## src/rtl/lfsr_rng_gen.sv

```systemverilog
// lfsr_rng_gen -- LFSR-based random number generator with ranged output.
//
// A Fibonacci LFSR free-runs every clock. A request latches an inclusive
// upper bound M; the generator then draws masked samples from the LFSR low
// bits, accepting the first sample <= M. After MAX_TRY consecutive rejects
// the last sample is folded back into range (s - (M+1)) so latency stays
// bounded. The result is held until the consumer accepts it.
//
// Parameters:
//   WIDTH   - LFSR width: 8, 16, 24 or 32
//   OUT_W   - output width, 1..8, OUT_W <= WIDTH
//   SEED    - non-zero reset seed (truncated to WIDTH)
//   MAX_TRY - rejection attempts before fallback, 1..15
//
// Ports:
//   clk        - clock, rising edge
//   rst_n      - asynchronous active-low reset
//   seed_load  - load seed_in into the LFSR (aborts a pending draw)
//   seed_in    - seed value; zero selects SEED instead
//   req        - request one ranged value (accepted when req_ready)
//   req_ready  - high while idle
//   range_max  - inclusive upper bound, sampled on an accepted req
//   out_valid  - rand_out holds a result
//   out_ready  - consumer accepts the result
//   rand_out   - ranged result in [0, range_max]
//   rand_raw   - LFSR low OUT_W bits, combinational
//
// Build option:
//   LFSR_RNG_SEED_LOAD_EN - when defined, seed_load/seed_in are honoured;
//   otherwise they are ignored and the LFSR reseeds only through rst_n.

module lfsr_rng_gen #(
  parameter int          WIDTH   = 16,
  parameter int          OUT_W   = 8,
  parameter logic [31:0] SEED    = 32'h0000_ACE1,
  parameter int          MAX_TRY = 4
) (
  input  logic             clk,
  input  logic             rst_n,
  input  logic             seed_load,
  input  logic [WIDTH-1:0] seed_in,
  input  logic             req,
  output logic             req_ready,
  input  logic [OUT_W-1:0] range_max,
  output logic             out_valid,
  input  logic             out_ready,
  output logic [OUT_W-1:0] rand_out,
  output logic [OUT_W-1:0] rand_raw
);

  localparam logic [WIDTH-1:0] SEED_W   = SEED[WIDTH-1:0];
  localparam logic [3:0]       TRY_LAST = 4'(MAX_TRY - 1);

  typedef enum logic [1:0] {IDLE, DRAW, HOLD} state_t;

  state_t           fsm, fsm_nxt;
  logic [WIDTH-1:0] lfsr, lfsr_nxt, load_val;
  logic             fb, load;
  logic [OUT_W-1:0] m_q, m_nxt, mask_q, mask_nxt, samp;
  logic [OUT_W-1:0] rand_q, rand_nxt;
  logic             vld_q, vld_nxt;
  logic [3:0]       try_q, try_nxt;

  // Smallest all-ones value covering m: smear the leading one downwards.
  function automatic logic [OUT_W-1:0] mask_of(input logic [OUT_W-1:0] m);
    logic [OUT_W-1:0] r;
    r = m;
    for (int i = 1; i < OUT_W; i++) r = r | (m >> i);
    return r;
  endfunction

  // Maximal-length tap sets per supported width.
  generate
    if (WIDTH == 8) begin : g_taps8
      assign fb = lfsr[7] ^ lfsr[5] ^ lfsr[4] ^ lfsr[3];
    end else if (WIDTH == 24) begin : g_taps24
      assign fb = lfsr[23] ^ lfsr[22] ^ lfsr[21] ^ lfsr[16];
    end else if (WIDTH == 32) begin : g_taps32
      assign fb = lfsr[31] ^ lfsr[21] ^ lfsr[1] ^ lfsr[0];
    end else begin : g_taps16
      assign fb = lfsr[15] ^ lfsr[13] ^ lfsr[12] ^ lfsr[10];
    end
  endgenerate

`ifdef LFSR_RNG_SEED_LOAD_EN
  assign load     = seed_load;
  // A zero seed would lock the LFSR, so fall back to the reset seed.
  assign load_val = (seed_in == '0) ? SEED_W : seed_in;
`else
  logic unused_seed;
  assign load        = 1'b0;
  assign load_val    = SEED_W;
  assign unused_seed = ^{seed_load, seed_in};
`endif

  assign lfsr_nxt  = load ? load_val : {lfsr[WIDTH-2:0], fb};
  assign samp      = lfsr[OUT_W-1:0] & mask_q;
  assign rand_raw  = lfsr[OUT_W-1:0];
  assign req_ready = (fsm == IDLE);
  assign out_valid = vld_q;
  assign rand_out  = rand_q;

  always_ff @(posedge clk or negedge rst_n) begin
    if (!rst_n) begin
      fsm    <= IDLE;
      lfsr   <= SEED_W;
      m_q    <= '0;
      mask_q <= '0;
      try_q  <= '0;
      rand_q <= '0;
      vld_q  <= 1'b0;
    end else begin
      fsm    <= fsm_nxt;
      lfsr   <= lfsr_nxt;
      m_q    <= m_nxt;
      mask_q <= mask_nxt;
      try_q  <= try_nxt;
      rand_q <= rand_nxt;
      vld_q  <= vld_nxt;
    end
  end

  always_comb begin
    fsm_nxt  = fsm;
    m_nxt    = m_q;
    mask_nxt = mask_q;
    try_nxt  = try_q;
    rand_nxt = rand_q;
    vld_nxt  = vld_q;
    if (load) begin
      // Reseeding invalidates any draw in flight; rand_out keeps its value.
      fsm_nxt = IDLE;
      vld_nxt = 1'b0;
      try_nxt = '0;
    end else begin
      case (fsm)
        IDLE: begin
          if (req) begin
            fsm_nxt  = DRAW;
            m_nxt    = range_max;
            mask_nxt = mask_of(range_max);
            try_nxt  = '0;
          end
        end
        DRAW: begin
          if (samp <= m_q) begin
            rand_nxt = samp;
            vld_nxt  = 1'b1;
            fsm_nxt  = HOLD;
          end else if (try_q == TRY_LAST) begin
            // samp is in (M, mask] and mask <= 2M+1, so this lands in [0, M].
            rand_nxt = samp - m_q - OUT_W'(1);
            vld_nxt  = 1'b1;
            fsm_nxt  = HOLD;
          end else begin
            try_nxt = try_q + 4'd1;
          end
        end
        HOLD: begin
          if (out_ready) begin
            vld_nxt = 1'b0;
            fsm_nxt = IDLE;
          end
        end
        default: fsm_nxt = IDLE;
      endcase
    end
  end

endmodule

```

## config.mk

```make
export PLATFORM = sky130hd
export DESIGN_NAME = lfsr_rng_gen
export DESIGN_NICKNAME = d
export VERILOG_FILES = /design/src/rtl/lfsr_rng_gen.sv
export SDC_FILE = /design/constraint.sdc
export NUM_CORES = 1
export LEC_CHECK = 0
export CAP_MARGIN = 15
export CELL_PAD_IN_SITES_DETAIL_PLACEMENT = 1
export CELL_PAD_IN_SITES_GLOBAL_PLACEMENT = 1
export CORE_MARGIN = 1
export CORE_UTILIZATION = 43
export CTS_CLUSTER_DIAMETER = 150
export CTS_CLUSTER_SIZE = 25
export DETAILED_ROUTE_END_ITERATION = 10
export HOLD_SLACK_MARGIN = 0.05
export PLACE_DENSITY = 0.9
export REMOVE_ABC_BUFFERS = 1
export SETUP_SLACK_MARGIN = 0.02
export SLEW_MARGIN = 10
export SYNTH_ARGS = -nofsm -noshare
export SYNTH_HDL_FRONTEND = slang
export SYNTH_SLANG_ARGS = --single-unit
```

## constraint.sdc

```tcl
create_clock -name clk -period 6 [get_ports clk]
set_input_delay 0.9 -clock clk [delete_from_list [all_inputs] [get_ports clk]]
set_output_delay 0.9 -clock clk [all_outputs]
set_load 0.03 [all_outputs]
```

* Yosys cells after proc, flatten, opt, wreduce, memory -nomap -nowiden *
Cells that the tools add are included.

cells by class
  equality and inequality tests = 8
  divide/modulo/power cells = 0
  mux-type cells = 15
  reduce and logical (&&, ||, !) cells = 9
  add/sub/neg operators = 3
  shifts and indexed selects = 0
  $lt $le $gt $ge = 1
  multipliers = 0
  bitwise logic cells = 11

operators by type and width
  operator                                                             count
  8-bit 2-to-1 mux                                                     2
  4-bit 2-to-1 mux                                                     3
  8-bit bitwise AND                                                    1
  8-bit less-or-equal comparator                                       1
  2-bit 2-to-1 mux                                                     4
  2-bit inequality test (second input constant)                        4
  8-bit by 1-bit OR with 8-bit output                                  1
  8-bit by 2-bit OR with 8-bit output                                  1
  8-bit by 3-bit OR with 8-bit output                                  1
  8-bit by 4-bit OR with 8-bit output                                  1
  8-bit by 5-bit OR with 8-bit output                                  1
  8-bit by 6-bit OR with 8-bit output                                  1
  8-bit by 7-bit OR with 8-bit output                                  1
  4-bit case mux with 2 select lines                                   1
  8-bit by 1-bit subtractor with 8-bit output (second input constant)  1
  8-bit subtractor                                                     1
  2-bit case mux with 3 select lines                                   1
  3-bit AND reduction                                                  2
  2-bit nonzero test                                                   3
  4-bit by 1-bit adder with 4-bit output (second input constant)       1
  4-bit by 2-bit == test with 1-bit output (second input constant)     1
  2-bit AND reduction                                                  2
  4-bit AND reduction                                                  1
  1-bit 2-to-1 mux                                                     3
  other kinds (6)                                                      8

word-level totals
  word-level logic and storage cells = 54
  latch bits = 0
  register bits after elaboration = 47
  input bits = 29
  RAM bits = 0
  output and inout port bits = 18
  memories = 0
  memory bits (read-only) = 0

* Logic depth before layout (Yosys ltp) *
Gate-level depths: netlist of run 1.

  depth after elaboration = 7
  depth in mapped cells = 9
  mapped depth without buffers = 9

* Least setup slack after synthesis of run 1 *
OpenSTA, ideal clock, no wires.

  path kind = register to register
  start point = register lfsr[4]
  end point = register rand_q[0], in the netlist rand_out[0]
  stages on the path, launching flop included = 9
  arrival time = 1.911 ns
  period minus slack after synthesis = 2.032 ns
  path buffers = 1
  slack = 3.968 ns
  library setup time = 0.121 ns
  data required time = 5.879 ns
  cell sequence = dfrtp_1 -> and2_1 -> ha_1 -> a211o_1 -> a21oi_4 -> a21o_1 -> buf_4 -> a21oi_1 -> o22a_1

between the ends
  longest elaborated chain between the ends = 4
  elaborated cells on any way between the ends = 5
  classes of those cells = order compare: 1; mux: 1; bitwise: 1; reduce/logical: 2

ends and longest elaborated chain
  element                               RTL line  text
  start, declared                       57        logic [WIDTH-1:0] lfsr, lfsr_nxt, load_val;
  start signal, assigned                114       lfsr <= lfsr_nxt;
  8-bit bitwise AND *                   97        assign samp = lfsr[OUT_W-1:0] & mask_q;
  8-bit less-or-equal comparator *      146       if (samp <= m_q) begin
  2-bit nonzero test (no source line)   --
  2-bit AND reduction (no source line)  --
  end signal, assigned                  118       rand_q <= rand_nxt;
  end, declared                         60        logic [OUT_W-1:0] rand_q, rand_nxt;

Every way passes the cells marked *; elsewhere a longest branch is shown, timed or not.
A chain may end at the register's enable or synchronous reset.

* Worst setup path after layout of run 1 *
  start point = register fsm[0]
  end point = output port req_ready

between the ends
  longest elaborated chain between the ends = 1

ends and longest elaborated chain
  element                 RTL line  text
  start, declared         56        state_t fsm, fsm_nxt;
  start signal, assigned  113       fsm <= fsm_nxt;
  2-bit zero test         99        assign req_ready = (fsm == IDLE);
  end, declared           43        output logic req_ready,

Every way passes these cells.

==> reports/results.ini, run 1 <==
[cts]
clock_tree_from_tritoncts=done
cts.hold.buffers_added=0
cts_resized=0
clock_sink_count=46
cts_inserted_buffers=5
clk_pin_slew_ps=90
cts_setup_buffers=0
clock_latency_reported_for_the_late_side_of_the_worst_skew_pair_ps=300
max-clock-path-buffers=2
root_buffer=clkbuf_8
htree_num_levels=2

[critical_path]
crit_path_top_delay_cell=clkdlybuf4s50_1
setup.worst_path.class=reg2out
critical-path-top-delay-family=buffers and inverters
crit_path_max_fanout=8
cp_slowest_stage_delay_ps=760
cp-end-kind=primary output
startpoint_type=register
r2r_setup_slack_ps=3500
timing.critical_path.required_ps=5100
cp_cell_sequence=inv_1, ha_1, clkdlybuf4s50_1
cp.buffers_inverters=2
crit_arrival_ps=1980

[global_routing]
grt.total_usage_pct=21.5
antenna_violations_before_repair=0
global_route_wire_length_before_repair_mm=9.73
globalRoute.totalOverflow=0
pin_count_of_the_biggest_net_entering_global_routing=47
first_global_vias=1875

[logic_synthesis]
synth.distinct_cells=50
synth_area_per_cell_sq_um=10.6
ys_seq_area_share_pct=48.1
synth_top_family_by_area=compound AO/OA/AOI/OAI gates
synthCells=227
synth_area_in_simple_gates_pct=14.1
post_synth_main_area_contributors=dfrtp_1, dfstp_2, ha_1
synth.largest_area_cell=dfrtp_1
yosys_warnings=0
synth_compound_gate_area_share_pct=17.7
count_of_state_elements_after_synthesis=46
synth_enable_flop_cells=0
yosys.area.top_type_share_pct=39.4
synth_xor_xnor_area_share_pct=2.18
synth_mux_area_share_pct=3.68
synth_fa_ha_area_share_pct=7.05
area_of_the_mapped_netlist_sq_um=2410
synth_ff_type=dfrtp_1
async_reset_ff_share_pct=100

[layout]
multiInputGateArea_sq_um=1080
nets=291
layout.core_utilization_pct=53.5
post_route_cells_drive_above_1_share_pct=13.6
insertedDiodeCount=0
fillers=600
areaGrowthSynthToFinish_pct=16.8
ff_latch_area_sq_um=1160
instances_no_fill=320

[job]
maxCapViolations=0

[floorplanning]
io_pins=47
die_w_microns=76.9
design.core.area_sq_um=5270
rows=26
start_util_pct=45.8
fp.dieArea_sq_um=5920
fp.dieH_microns=76.9

[place]
detailed_placer_s_ending_hpwl_mm=4.06
placed_cells=310
routabilityCongestion=0.817
dp_worst_slack_ps=3090
portBuffers=29

[timing]
fin_crit_ps=2880
final_min_period_over_clock_period_pct=48.0
setup_tns_ps=0
setup_ws_ps=3120
worst_hold_slack_ps=360
report.final.setup_viol=0
slew_headroom_pct=46.6
max_freq_mhz=347
worst-slew-pin-transition_ps=801
hold_violations=0
timing.final.max_slew_violations=0
final.setup_skew_ps=10.4
grt_setup_unrepaired=false

[pwr]
cellLeakagePower_nw=1.20
vdd_drop_max_v=0.000169
pwr-share-comb_pct=39.8
switching_power_w=0.000414
powerDensity_nw_per_um2=389
power_report.internal_total_w=0.000685
power_switching_share_pct=37.7
power.share.sequential_pct=38.9
power.share.clock_pct=21.3

[route]
drt_drc_violations_left=0
avgViaCountPerCell=5.63
postRouteWirelength_mm=5.74
drt_iter0_drc=64
vias_after_detailed_routing=1803
post_drt_wl_per_cell_microns=17.9
antenna_left=0
drt_pass1_iterations=4

[run_status]
outcome=completed

[min_path]
worstHoldPathType=reg2reg

==> metrics by stage <==
step,instance area (sq um),power [W]
4_1_cts,2800,0.00111
3_5_place_dp,2680,0.000863
3_3_place_gp,2680,0.000837
2_1_floorplan,2310,0.000723
5_1_grt,2820,0.00118
6_report,2820,0.00110
==> sequential cells by signal, summed over array words and instances, names as in the netlist <==
signal	cells
m_q	8
out_valid	1
mask_q	7
try_q	4
lfsr	16
rand_out	8
fsm	2
==> layer usage <==
layer  vias up  wire, microns  global-route usage [%]
met1       904           2570                    27.5
met5         -              0                       0
met3        12            142                    2.98
met4         0            102                    8.65
met2        43           2930                    36.6
li1        844              -                       -
==> cell type report <==
class                   instances  area share, %
clock inverters                 3           1.55
multi-input cells             147           38.3
repair buffers                 31           11.0
clock buffers                   5           2.44
well taps                      70           3.11
flip-flops and latches         46           41.2
inverters                      18           2.40
==> cells by family after synthesis <==
kind of cell,after synthesis
simple gates,64
compound gates,56
buf+inv,34
xor+xnor,6
mux,8
flops,46
fa+ha+maj,13
==> cells in the mapped netlist (2+ instances only) <==
library cell,number
a211o_1,3
a211oi_1,2
a21o_1,3
a21oi_1,11
a21oi_4,3
a2bb2oi_1,2
and2_1,9
buf_2,3
buf_4,9
clkbuf_1,3
dfrtp_1,38
dfstp_2,8
ha_1,12
inv_1,18
mux2_2,7
nand2_1,14
nand2b_1,2
nand3_1,12
nand4_1,3
nor2_1,8
nor3_1,4
nor4_1,2
o211ai_1,4
o21a_1,2
o21ai_0,7
o21bai_1,3
o221ai_1,5
o22a_1,2
o311ai_0,2
o311ai_1,2
xnor2_1,3
xor2_1,3
==> power groups by stage <==
stage,Sequential [W],Combinational [W],Clock [W]
after floorplan,0.000444,0.000280,0
after global placement,0.000426,0.000411,0
after detailed placement,0.000433,0.000430,0
after CTS,0.000428,0.000437,0.000242
after global routing,0.000438,0.000486,0.000252
final,0.000427,0.000437,0.000234
==> final timing paths <==
kind / to / cells past startpoint / start
min: lfsr[9] / 0 / lfsr[8]
max in group asynchronous: lfsr[0] / 2 / rst_n
max: req_ready / 3 / fsm[0]
min in group asynchronous: rand_out[5] / 1 / rst_n
max reg2reg: out_valid / 7 / lfsr[5]
min reg2reg: lfsr[9] / 0 / lfsr[8]
==> cell usage in the layout, fill, tap and decap left out, drive strengths merged, types with 2 or more instances in the layout <==
cell type / netlist / routed
a211o: 3 / 3
a211oi: 2 / 2
a21o: 3 / 3
a21oi: 14 / 14
a2bb2oi: 2 / 2
and2: 9 / 9
buf: 13 / 2
clkbuf: 3 / 6
clkdlybuf4s50: 0 / 28
dfrtp: 38 / 38
dfstp: 8 / 8
ha: 12 / 12
inv: 18 / 19
mux2: 7 / 7
nand2: 16 / 16
nand2b: 2 / 2
nand3: 12 / 12
nand4: 3 / 3
nor2: 8 / 8
nor3: 5 / 5
nor4: 2 / 2
o211ai: 4 / 4
o21a: 2 / 2
o21ai: 7 / 7
o21bai: 3 / 3
o221ai: 5 / 5
o22a: 2 / 2
o311ai: 4 / 4
xnor2: 3 / 3
xor2: 3 / 3
Note: power is estimated with default switching activity, not from simulation.
==> inputs of run 2 (changes only) <==
--- a/config.mk
+++ b/config.mk
@@ -9,12 +9,12 @@
 export CELL_PAD_IN_SITES_DETAIL_PLACEMENT = 1
 export CELL_PAD_IN_SITES_GLOBAL_PLACEMENT = 1
 export CORE_MARGIN = 1
-export CORE_UTILIZATION = 43
+export CORE_UTILIZATION = 40
 export CTS_CLUSTER_DIAMETER = 150
 export CTS_CLUSTER_SIZE = 25
 export DETAILED_ROUTE_END_ITERATION = 10
 export HOLD_SLACK_MARGIN = 0.05
-export PLACE_DENSITY = 0.9
+export PLACE_DENSITY = 0.85
 export REMOVE_ABC_BUFFERS = 1
 export SETUP_SLACK_MARGIN = 0.02
 export SLEW_MARGIN = 10
==> constraint.sdc (replaced) <==
create_clock -name clk -period 2.85 [get_ports clk]
set_input_delay 0.4275 -clock clk [delete_from_list [all_inputs] [get_ports clk]]
set_output_delay 0.4275 -clock clk [all_outputs]
set_load 0.03 [all_outputs]
==> reports/results.ini, run 2 (synthesis gave the netlist of run 1 again) <==
[timing]
final.setup_skew_ps=8.40  ; -2.04 ps
max_freq_mhz=420
report.final.setup_viol=0  ; unchanged
setup_tns_ps=0  ; unchanged
slew_headroom_pct=35.0  ; -12 points
fin_crit_ps=2380
timing.final.max_slew_violations=0  ; unchanged
hold_violations=0  ; unchanged
grt_setup_unrepaired=false
worst_hold_slack_ps=276  ; -83.7 ps
worst-slew-pin-transition_ps=976  ; +174 ps
final_min_period_over_clock_period_pct=83.5

[global_routing]
antenna_violations_before_repair=0  ; unchanged
met1_usage_pct=26.4  ; -1.1 points
grt.met3_usage_pct=4.11  ; +1.1 points
globalRoute.totalOverflow=0  ; unchanged
global_route_wire_length_before_repair_mm=9.75  ; +0.21%
grtUsageMet2_pct=34.5  ; -2.1 points
first_global_vias=1952  ; +4.1%
grt.total_usage_pct=20.5  ; -1.0 points
pin_count_of_the_biggest_net_entering_global_routing=47  ; unchanged
global_route.peak_usage_layer=met2

[critical_path]
startpoint_type=register
crit_path_max_fanout=8  ; unchanged
crit_arrival_ps=1950  ; -30 ps
timing.critical_path.required_ps=2420  ; -2680 ps
setup.worst_path.class=reg2out
cp-end-kind=primary output

[layout]
layout.core_utilization_pct=49.5  ; -4.0 points
layout_commonest_cell=dfrtp_1
mostFrequentLayoutCells=dfrtp_1, clkdlybuf4s50_1, inv_1
fillers=634  ; +5.7%
multiInputGateArea_sq_um=1080  ; unchanged
nets=294  ; +1.0%
ff_latch_area_sq_um=1160  ; unchanged
regMostFlops=lfsr
largest_register_ffs=16  ; unchanged
insertedDiodeCount=0  ; unchanged
post_route_cells_drive_above_1_share_pct=14.2  ; +0.63 points
areaGrowthSynthToFinish_pct=16.4

[floorplanning]
fp.dieArea_sq_um=6350  ; +7.3%
die_w_microns=79.7  ; +3.6%
fp.dieH_microns=79.7  ; +3.6%
start_util_pct=42.5  ; -3.3 points
design.core.area_sq_um=5680  ; +7.7%
io_pins=47  ; unchanged
rows=27  ; +3.8%

[cts]
htree_num_levels=2  ; unchanged
cts_setup_buffers=0  ; unchanged
max-clock-path-buffers=2  ; unchanged
root_buffer=clkbuf_8
clk_pin_slew_ps=80  ; about the same
clock_latency_reported_for_the_late_side_of_the_worst_skew_pair_ps=310  ; about the same
clock_tree_from_tritoncts=done
cts.hold.buffers_added=0  ; unchanged
clock_sink_count=46  ; unchanged
cts_inserted_buffers=5  ; unchanged
cts_resized=0  ; unchanged

[route]
antenna_left=0  ; unchanged
vias_after_detailed_routing=1790  ; -0.72%
drt_iter0_drc=65  ; +1.6%
postRouteWirelength_mm=5.58  ; -2.9%
post_drt_wl_per_cell_microns=17.2  ; -4.4%
drt_pass1_iterations=4  ; unchanged
avgViaCountPerCell=5.51  ; -2.2%
drt_drc_violations_left=0  ; unchanged

[job]
maxCapViolations=0  ; unchanged

[pwr]
vdd_drop_max_v=0.000381  ; +130%
cellLeakagePower_nw=1.19  ; -0.94%
powerDensity_nw_per_um2=792  ; +100%
total_power_w=0.00223  ; +100%

[run_status]
outcome=completed

[place]
portBuffers=29  ; unchanged
routabilityCongestion=0.826  ; +1.0%
detailed_placer_s_ending_hpwl_mm=4.10  ; +1.0%

[min_path]
worstHoldPathType=in2async

run 2: power breakdown:
group	switching [W]	total (W)	internal, W
clock network	0.000223	0.000396	0.000173
logic	0.000542	0.000936	0.000395
registers	0.0000921	0.000893	0.000801
total	0.000857	0.00223	0.00137
run 2: path summary, 6_finish.rpt:
check | from | to | slack [ps] | cells after the start
max in group asynchronous | rst_n | fsm[0] | 1970 | 1
hold reg to reg | lfsr[14] | lfsr[15] | 350 | 0
setup / recovery | fsm[1] | req_ready | 470 | 3
hold / removal | rst_n | m_q[5] | 280 | 1
setup reg to reg | lfsr[4] | out_valid | 480 | 7
min in group clk | lfsr[14] | lfsr[15] | 350 | 0
run 2: layout make-up:
class	instances	share of cell area, %
Sequential cell	46	41.3
Multi-Input combinational cell	147	38.5
Timing Repair Buffer	34	11.5
Tap cell	72	3.21
Clock buffer	6	2.58
Inverter	18	2.40
Clock inverter	2	0.534
run 2: worst max-delay path: stages (launching register included):
cell	delay, ps
dfrtp_1	410
inv_1	90
ha_1	410
clkdlybuf4s50_1	750
run 2: metal layers:
| metal | up-vias | wire [microns] |
|---|---|---|
| met2 | 31 | 2780 |
| met1 | 899 | 2520 |
| met4 | 0 | 68 |
| met3 | 7 | 199 |
| li1 | 853 | - |
| met5 | - | 0 |
run 2: stage by stage:
stage | cell area (sq um) | setup WS [ps] | std cells
final | 2810 | 471 | 325
after global routing | 2810 | 304 | 325
after CTS | 2810 | 446 | 325
after detailed placement | 2720 | 499 | 317
after global placement | 2720 | 530 | 317
after floorplan | 2310 | 559 | 211
==> inputs of run 3 (changes only) <==
==> constraint.sdc (replaced) <==
create_clock -name clk -period 2.3 [get_ports clk]
set_input_delay 0.345 -clock clk [delete_from_list [all_inputs] [get_ports clk]]
set_output_delay 0.345 -clock clk [all_outputs]
set_load 0.03 [all_outputs]
==> reports/results.ini, run 3 (synthesis gave the netlist of run 1 again) <==
[place]
detailed_placer_s_ending_hpwl_mm=4.31  ; +5.2%
portBuffers=29  ; unchanged
placed_area_sq_um=2770  ; +1.8%
routabilityCongestion=0.809  ; -2.0%

[route]
postRouteWirelength_mm=7.01  ; +26%
avgViaCountPerCell=5.76  ; +4.6%
drt_drc_violations_left=0  ; unchanged
antenna_left=0  ; unchanged
drt_iter0_drc=94  ; +45%
post_drt_wl_per_cell_microns=20.6  ; +20%
drt_pass1_iterations=4  ; unchanged
vias_after_detailed_routing=1959  ; +9.4%

[critical_path]
setup.worst_path.class=reg2reg
critical-path-top-delay-family=compound AO/OA/AOI/OAI gates
crit_arrival_ps=2420  ; +470 ps
crit_path_top_delay_cell=dfstp_2
cp-end-kind=register
timing.critical_path.required_ps=2500  ; +80 ps
crit_path_max_fanout=5  ; -3
cp_cell_sequence=and2_4, ha_4, nand4_1, buf_4, o21bai_4, a2111oi_2, a21oi_1, o22a_1
r2r-end=rand_out[0]
crit-reg2reg-launch=lfsr[6]
worstRegToRegCells=8  ; +1
startpoint_type=register
r2r_setup_slack_ps=70  ; -410 ps
cp.buffers_inverters=1  ; -1
cp_slowest_stage_delay_ps=570  ; -180 ps

[floorplanning]
fp.dieArea_sq_um=6350  ; unchanged
rows=27  ; unchanged
design.core.area_sq_um=5680  ; unchanged
fp.dieH_microns=79.7  ; unchanged
start_util_pct=42.5  ; unchanged
io_pins=47  ; unchanged
die_w_microns=79.7  ; unchanged

[min_path]
min-delay-start=lfsr[9]
holdPathStages=0
worst_hold_end=lfsr[10]
worstHoldPathType=reg2reg

[timing]
slew_headroom_pct=65.1  ; +30 points
report.final.setup_viol=0  ; unchanged
worst-slew-pin-transition_ps=517  ; -459 ps
hold_violations=0  ; unchanged
fin_crit_ps=2230
setup_tns_ps=0  ; unchanged
max_freq_mhz=449
timing.final.max_slew_violations=0  ; unchanged
final_min_period_over_clock_period_pct=96.8
final.setup_skew_ps=8.61  ; +0.205 ps

[cts]
htree_num_levels=2  ; unchanged
cts_inserted_buffers=5  ; unchanged
clock_tree_from_tritoncts=done
clock_latency_reported_for_the_late_side_of_the_worst_skew_pair_ps=300  ; about the same
max-clock-path-buffers=2  ; unchanged
clock_sink_count=46  ; unchanged
root_buffer=clkbuf_8
clk_pin_slew_ps=90  ; about the same

[pwr]
power_report.internal_total_w=0.00194  ; +41%
vdd_drop_max_v=0.000593  ; +56%
power.share.sequential_pct=35.4  ; -4.7 points
cellLeakagePower_nw=1.28  ; +8.0%
pwr-share-comb_pct=45.7  ; +3.6 points
power.share.clock_pct=19.0  ; +1.2 points
power_switching_share_pct=38.7  ; +0.21 points
switching_power_w=0.00122  ; +43%
powerDensity_nw_per_um2=1020  ; +28%

[run_status]
outcome=completed

[global_routing]
pin_count_of_the_biggest_net_entering_global_routing=25  ; -47%
global_route_wire_length_before_repair_mm=10.4  ; +7.0%
globalRoute.totalOverflow=0  ; unchanged
grt.total_usage_pct=21.9  ; +1.4 points
first_global_vias=2013  ; +3.1%
antenna_violations_before_repair=0  ; unchanged

[layout]
regMostFlops=lfsr
mostFrequentLayoutCells=dfrtp_1, clkdlybuf4s50_1, inv_1
nets=309  ; +5.1%
layout.core_utilization_pct=54.8  ; +5.2 points
insertedDiodeCount=0  ; unchanged
areaGrowthSynthToFinish_pct=28.7
layout_commonest_cell=dfrtp_1
largest_register_ffs=16  ; unchanged
post_route_cells_drive_above_1_share_pct=26.1  ; +12 points
final_cell_area_sq_um=3110  ; +11%

[job]
maxCapViolations=0  ; unchanged

## run 3: through the flow
| stage | power [W] | std cells | setup slack (ps) | hold WS (ps) |
|---|---|---|---|---|
| 2_1_floorplan | 0.00189 | 211 | 9.16 | 49.4 |
| 3_3_place_gp | 0.00226 | 322 | 32.5 | 338 |
| 3_5_place_dp | 0.00232 | 322 | 6.78 | 341 |
| 4_1_cts | 0.00299 | 335 | 19.2 | 369 |
| 5_1_grt | 0.00334 | 340 | -7.72 | 374 |
| 6_report | 0.00316 | 340 | 73.0 | 364 |
## run 3: worst max path at each step
stage / from / to / slack, ps / depth (start not counted)
3_3_place_gp: lfsr[2] / rand_out[4] / 30 / 7
3_5_place_dp: lfsr[2] / out_valid / 7 / 7
5_1_grt: lfsr[6] / rand_out[0] / -8 / 8
4_1_cts: lfsr[3] / out_valid / 20 / 7
6_report: lfsr[6] / rand_out[0] / 70 / 8
2_1_floorplan: lfsr[4] / out_valid / 9 / 7
## run 3: routing by layer
layer / share of wire, % / wire, microns / track usage (%) / vias to the layer above
met1: 41 / 2910 / 28.4 / 1006
met5: 0 / 0 / 0 / -
met2: 51 / 3600 / 36.6 / 52
li1: - / - / - / 882
met3: 4.4 / 308 / 4.11 / 19
met4: 2.7 / 192 / 6.91 / 0
## run 3: cell type report
| type | instances | area, sq um |
|---|---|---|
| Fill cell | 606 | 2570 |
| Multi-Input combinational cell | 148 | 1240 |
| Sequential cell | 46 | 1160 |
| Timing Repair Buffer | 48 | 440 |
| Tap cell | 72 | 90.1 |
| Clock buffer | 6 | 72.6 |
| Inverter | 18 | 67.6 |
| Clock inverter | 2 | 37.5 |
## run 3: power groups by stage
stage | logic [W] | registers [W] | clock network (W)
after floorplan | 0.000729 | 0.00116 | 0
after global placement | 0.00115 | 0.00111 | 0
after detailed placement | 0.00120 | 0.00112 | 0
after CTS | 0.00127 | 0.00111 | 0.000618
after global routing | 0.00155 | 0.00114 | 0.000648
final | 0.00144 | 0.00112 | 0.000600
## run 3: timing repair
| action | CTS | global route |
|---|---|---|
| pin swaps | 3 | 10 |
| gates resized for setup | 7 | 21 |
| gates cloned | 1 | 0 |
| endpoints found under the setup margin | 12 | 15 |
| setup buffers | 3 | 4 |
| hold buffers | 1 | 0 |
| hold endpoints to repair | 17 | 0 |
